[src/rtl/glyph_row_serializer.sv]
// rtl/glyph_row_serializer.sv - character ROM consumer: fetch glyph row, serialize scaled pixels
module glyph_row_serializer #(
    parameter int HSCALE  = 1,
    parameter int GLYPH_W = 5,
    parameter int GLYPH_H = 7
) (
    input  logic        clk,
    input  logic        rst_n,
    input  logic        start,
    input  logic [6:0]  char_code,
    input  logic [2:0]  glyph_row,
    output logic        ready,
    output logic [6:0]  rom_addr,
    input  logic [34:0] rom_data,
    input  logic        pix_en,
    output logic        pixel,
    output logic        pixel_valid,
    output logic        done
);

    localparam int         CELL_W   = GLYPH_W + 1;
    localparam logic [4:0] LAST_CNT = 5'(CELL_W * HSCALE - 1);
    localparam logic [4:0] HS       = 5'(HSCALE);
    localparam logic [2:0] ROWS     = 3'(GLYPH_H);

    typedef enum logic [1:0] {F_IDLE, F_ADDR, F_DATA, F_FULL} fstate_t;
    typedef enum logic       {S_IDLE, S_SHIFT} sstate_t;

    fstate_t     fstate_q, fstate_d;
    sstate_t     sstate_q, sstate_d;
    logic [6:0]  rom_addr_q, rom_addr_d;
    logic [2:0]  row_q, row_d;
    logic [4:0]  nxt_bits_q, nxt_bits_d;
    logic [4:0]  sh_q, sh_d;
    logic [4:0]  cnt_q, cnt_d;
    logic        done_q, done_d;
    logic        load;
    logic        last_pix;
    logic        col_end;
    logic [4:0]  row_slice;

    assign ready       = (fstate_q == F_IDLE);
    assign rom_addr    = rom_addr_q;
    assign pixel_valid = (sstate_q == S_SHIFT);
    assign pixel       = pixel_valid & sh_q[4];
    assign done        = done_q;

    assign last_pix = (cnt_q == LAST_CNT);
    assign col_end  = ((cnt_q % HS) == (HS - 5'd1));

    // Row 7 (spacing row) and anything past the glyph height slice to blank.
    always_comb begin
        row_slice = 5'b00000;
        if (row_q < ROWS) begin
            case (row_q)
                3'd0:    row_slice = rom_data[34:30];
                3'd1:    row_slice = rom_data[29:25];
                3'd2:    row_slice = rom_data[24:20];
                3'd3:    row_slice = rom_data[19:15];
                3'd4:    row_slice = rom_data[14:10];
                3'd5:    row_slice = rom_data[9:5];
                3'd6:    row_slice = rom_data[4:0];
                default: row_slice = 5'b00000;
            endcase
        end
    end

    always_comb begin
        fstate_d   = fstate_q;
        sstate_d   = sstate_q;
        rom_addr_d = rom_addr_q;
        row_d      = row_q;
        nxt_bits_d = nxt_bits_q;
        sh_d       = sh_q;
        cnt_d      = cnt_q;
        done_d     = 1'b0;
        load       = 1'b0;

        case (sstate_q)
            S_IDLE: begin
                if (fstate_q == F_FULL) begin
                    load = 1'b1;
                end
            end
            S_SHIFT: begin
                if (pix_en) begin
                    if (last_pix) begin
                        done_d = 1'b1;
                        if (fstate_q == F_FULL) begin
                            load = 1'b1;
                        end else begin
                            sstate_d = S_IDLE;
                        end
                    end else begin
                        cnt_d = cnt_q + 5'd1;
                        // Zero shifts in, so the gap column falls out as 0 naturally.
                        if (col_end) begin
                            sh_d = {sh_q[3:0], 1'b0};
                        end
                    end
                end
            end
            default: sstate_d = S_IDLE;
        endcase

        if (load) begin
            sh_d     = nxt_bits_q;
            cnt_d    = 5'd0;
            sstate_d = S_SHIFT;
        end

        case (fstate_q)
            F_IDLE: begin
                if (start) begin
                    rom_addr_d = char_code;
                    row_d      = glyph_row;
                    fstate_d   = F_ADDR;
                end
            end
            F_ADDR:  fstate_d = F_DATA;
            F_DATA: begin
                nxt_bits_d = row_slice;
                fstate_d   = F_FULL;
            end
            F_FULL: begin
                if (load) begin
                    fstate_d = F_IDLE;
                end
            end
            default: fstate_d = F_IDLE;
        endcase
    end

    always_ff @(posedge clk or negedge rst_n) begin
        if (!rst_n) begin
            fstate_q   <= F_IDLE;
            sstate_q   <= S_IDLE;
            rom_addr_q <= 7'd32;
            row_q      <= 3'd0;
            nxt_bits_q <= 5'd0;
            sh_q       <= 5'd0;
            cnt_q      <= 5'd0;
            done_q     <= 1'b0;
        end else begin
            fstate_q   <= fstate_d;
            sstate_q   <= sstate_d;
            rom_addr_q <= rom_addr_d;
            row_q      <= row_d;
            nxt_bits_q <= nxt_bits_d;
            sh_q       <= sh_d;
            cnt_q      <= cnt_d;
            done_q     <= done_d;
        end
    end

endmodule

[config.mk]
export PLATFORM = sky130hd
export DESIGN_NAME = glyph_row_serializer
export DESIGN_NICKNAME = d
export VERILOG_FILES = /design/src/rtl/glyph_row_serializer.sv
export SDC_FILE = /design/constraint.sdc
export NUM_CORES = 1
export LEC_CHECK = 0
export CAP_MARGIN = 25
export CORE_ASPECT_RATIO = 1.25
export CORE_UTILIZATION = 40
export CTS_CLUSTER_DIAMETER = 150
export CTS_CLUSTER_SIZE = 16
export DETAILED_ROUTE_END_ITERATION = 16
export GPL_ROUTABILITY_DRIVEN = 0
export MAX_ROUTING_LAYER = met4
export PLACE_DENSITY_LB_ADDON = 0.2
export SETUP_SLACK_MARGIN = 0.4
export SYNTH_ARGS = -nofsm -noshare
export SYNTH_HDL_FRONTEND = slang
export SYNTH_SLANG_ARGS = --single-unit
[constraint.sdc]
create_clock -name clk -period 1.7 [get_ports clk]
set_input_delay 0.17 -clock clk [delete_from_list [all_inputs] [get_ports clk]]
set_output_delay 0.17 -clock clk [all_outputs]
set_load 0.01 [all_outputs]
==> flow_summary.toml <==
[drt]
dr.pass1.iters = 4
drtIter0Drc = 41
routedWlPerCell_um = 15.4
avgViaCountPerCell = 5.20
drc_errors = 0
drtAntennaViolNets = 0
vias = 1534
routed_wl_um = 4560

[clocking]
cts_buffers = 5
cts_root_buf = "clkbuf_8"
h-tree-depth = 2
hold_buffers = 0
clk_pin_slew_ns = 0.06
tritoncts = "done"
cts_sinks = 29
cts_buffer_depth = 2
clock_latency_ns = 0.28

[worst_setup_path]
timing.rr.end = "cnt_q[1]"
worstPathRequired_ns = 1.91
max_stage_delay_ns = 0.42
setup.worst_path.end_class = "register"
crit_path_start_kind = "register"
cpMaxStageDelayCell = "dfrtp_1"
r2r_slack_ns = 0.17
worst-path-max-fanout = 4
rr_startpoint = "cnt_q[0]"
arrival_ns = 1.74
path_cells = "ha_4 > and4bb_4 > buf_4 > nor2_4 > mux2_4 > nor2_1"
r2r_cells = 6
critPathKind = "register to register"

[sta]
finalHoldViolations = 0
skew_ns = 0.00416
rsz0062_at_grt = "true"
timing.slew.headroom = 0.698
setup_tns_ns = 0
slew_violations = 0
period_minus_slack_ns = 1.53
fmax_mhz = 653
worst_slew_pin_slew_ns = 0.452
hold_slack_ns = 0.283
min_period_over_period = 0.901
setup_viol = 0

[synthesis]
ys_ff_latch = 29
synth_warnings = 0
synth_most_common_cell = "dfrtp_1"
synth_ff_type = "dfrtp_1"
synthesis.nets = 211
syn_inst = 157
syn_avg_cell_area_um2 = 10.6
synth.area.top_cells = "dfrtp_1 42%, mux2_2 10%, mux2i_1 4.8%"
synth-edff-count = 0
yosysSeqAreaShare = 0.437
synth_top_area_cell = "dfrtp_1"
async_reset_ff_frac = 1.00
synth_top_area_frac = 0.421
synth_commonest_cells = "28 x dfrtp_1, 15 x mux2_2, 13 x nor2_1"
synth_area_mm2 = 0.00167
synthDistinctLibCells = 47

[grt]
grt_pass1_wl_um = 6910
antenna_found_initial = 0
grt_max_degree = 30
grt.overflow.total = 0
grt_pass1_vias = 1621
grt.total_usage = 0.218

[cells_and_area]
finalInstanceArea_mm2 = 0.00279
final.fill_count = 299
n_antenna_cell = 0
layout-drive-gt1-share = 0.349
multi_input_comb_area_mm2 = 0.00104
register_area_um2 = 732
syn_to_final_growth_pct = 67.8
fin_nets = 294
final_core_util = 0.720

[floorplanning]
die-area_mm2 = 0.00443
start_util = 0.429
die_w_um = 59.7
rows = 25
coreArea_mm2 = 0.00388
die_h_um = 74.1
top_level_ports = 60

[placed_design]
io_buffers = 59
placed_cell_area_mm2 = 0.00234
place_hpwl_um = 2970

[pwr]
irDropWorstVdd_mv = 0.817
p_leak_uw = 0.00126
power_density_mw_per_mm2 = 1680
finalPower_uw = 4680

[run]
maxCapViolCount = 0

[hold_path]
hold_class = "input pin to async pin"

[outcome]
status = "complete, no violations"
==> state kept, by name, indices dropped and copies added (netlist names) <==
register     cells
row_q            3
fstate_q         2
sh_q             5
pixel_valid      1
done             1
nxt_bits_q       5
cnt_q            5
rom_addr         7
==> worst max-delay path by stage <==
stage	slack [ns]	endpoint	start
3_3_place_gp	0.15	fstate_q[1]	cnt_q[1]
6_report	0.17	cnt_q[1]	cnt_q[0]
2_1_floorplan	0.18	fstate_q[1]	cnt_q[1]
5_1_grt	0.12	fstate_q[1]	cnt_q[1]
3_5_place_dp	0.08	fstate_q[1]	cnt_q[1]
4_1_cts	0.17	fstate_q[1]	cnt_q[1]
==> where the power goes <==
group | internal (uW) | switching, uW | leakage, uW
Clock | 365 | 254 | 0.0000542
Combinational | 1590 | 1150 | 0.000857
Sequential | 1030 | 297 | 0.000348
Total | 2980 | 1700 | 0.00126
==> routing by layer <==
metal  GRT usage  vias up  routed length [um]
li1            -      736                   -
met5           -        -                   0
met4       0.109        0                 116
met1       0.215      716                1760
met2       0.401       72                2490
met3      0.0365       10                 190
==> critical path, delay by kind of cell (launching register included) <==
kind	cells	cell delay (ns)
adders and majority gates	1	0.18
buffers and inverters	1	0.14
DFF	1	0.42
muxes	1	0.31
and+or+nand+nor	3	0.41
==> layout make-up <==
class,instances,area share
tap,54,0.0242
multi-input combinational,110,0.373
clock buffer,7,0.0345
timing repair buffer,83,0.288
inverter,11,0.0157
sequential,29,0.262
clock inverter,1,0.00179
==> per-stage QoR <==
stage,worst slack [ns],std cells
after floorplan,0.183,157
after global placement,0.146,267
after CTS,0.166,291
after detailed placement,0.0763,267
after global routing,0.118,295
final,0.168,295
==> what timing repair did <==
action                     4_1_cts  5_1_grt
setup endpoints to repair       38       30
gates cloned                     3        0
buffers inserted                13        4
gates resized for setup         32       34
pin swaps                       10        6
==> logic make-up (layout without fill, tap and decap cells) <==
family / count (synthesis) / in the layout / share of synthesized area
buf+inv: 19 / 102 / 0.0541
simple gates: 47 / 48 / 0.164
flops: 29 / 29 / 0.437
xor+xnor: 4 / 4 / 0.0210
fa+ha+maj: 5 / 5 / 0.0376
compound gates: 30 / 30 / 0.137
mux: 23 / 23 / 0.150
==> placed cells by master (no fill, tap or decap), types with 4 or more instances in the layout <==
master,netlist,layout
mux2_4,0,12
dlygate4sd2_1,0,8
nand3_1,4,4
clkdlybuf4s50_1,0,48
o22ai_1,4,4
clkbuf_8,0,7
dfrtp_1,28,24
nor2_1,13,12
inv_1,11,8
dfrtp_2,0,4
buf_4,2,15
mux2i_1,8,7
buf_6,1,6
(Power assumes the default switching activity.)
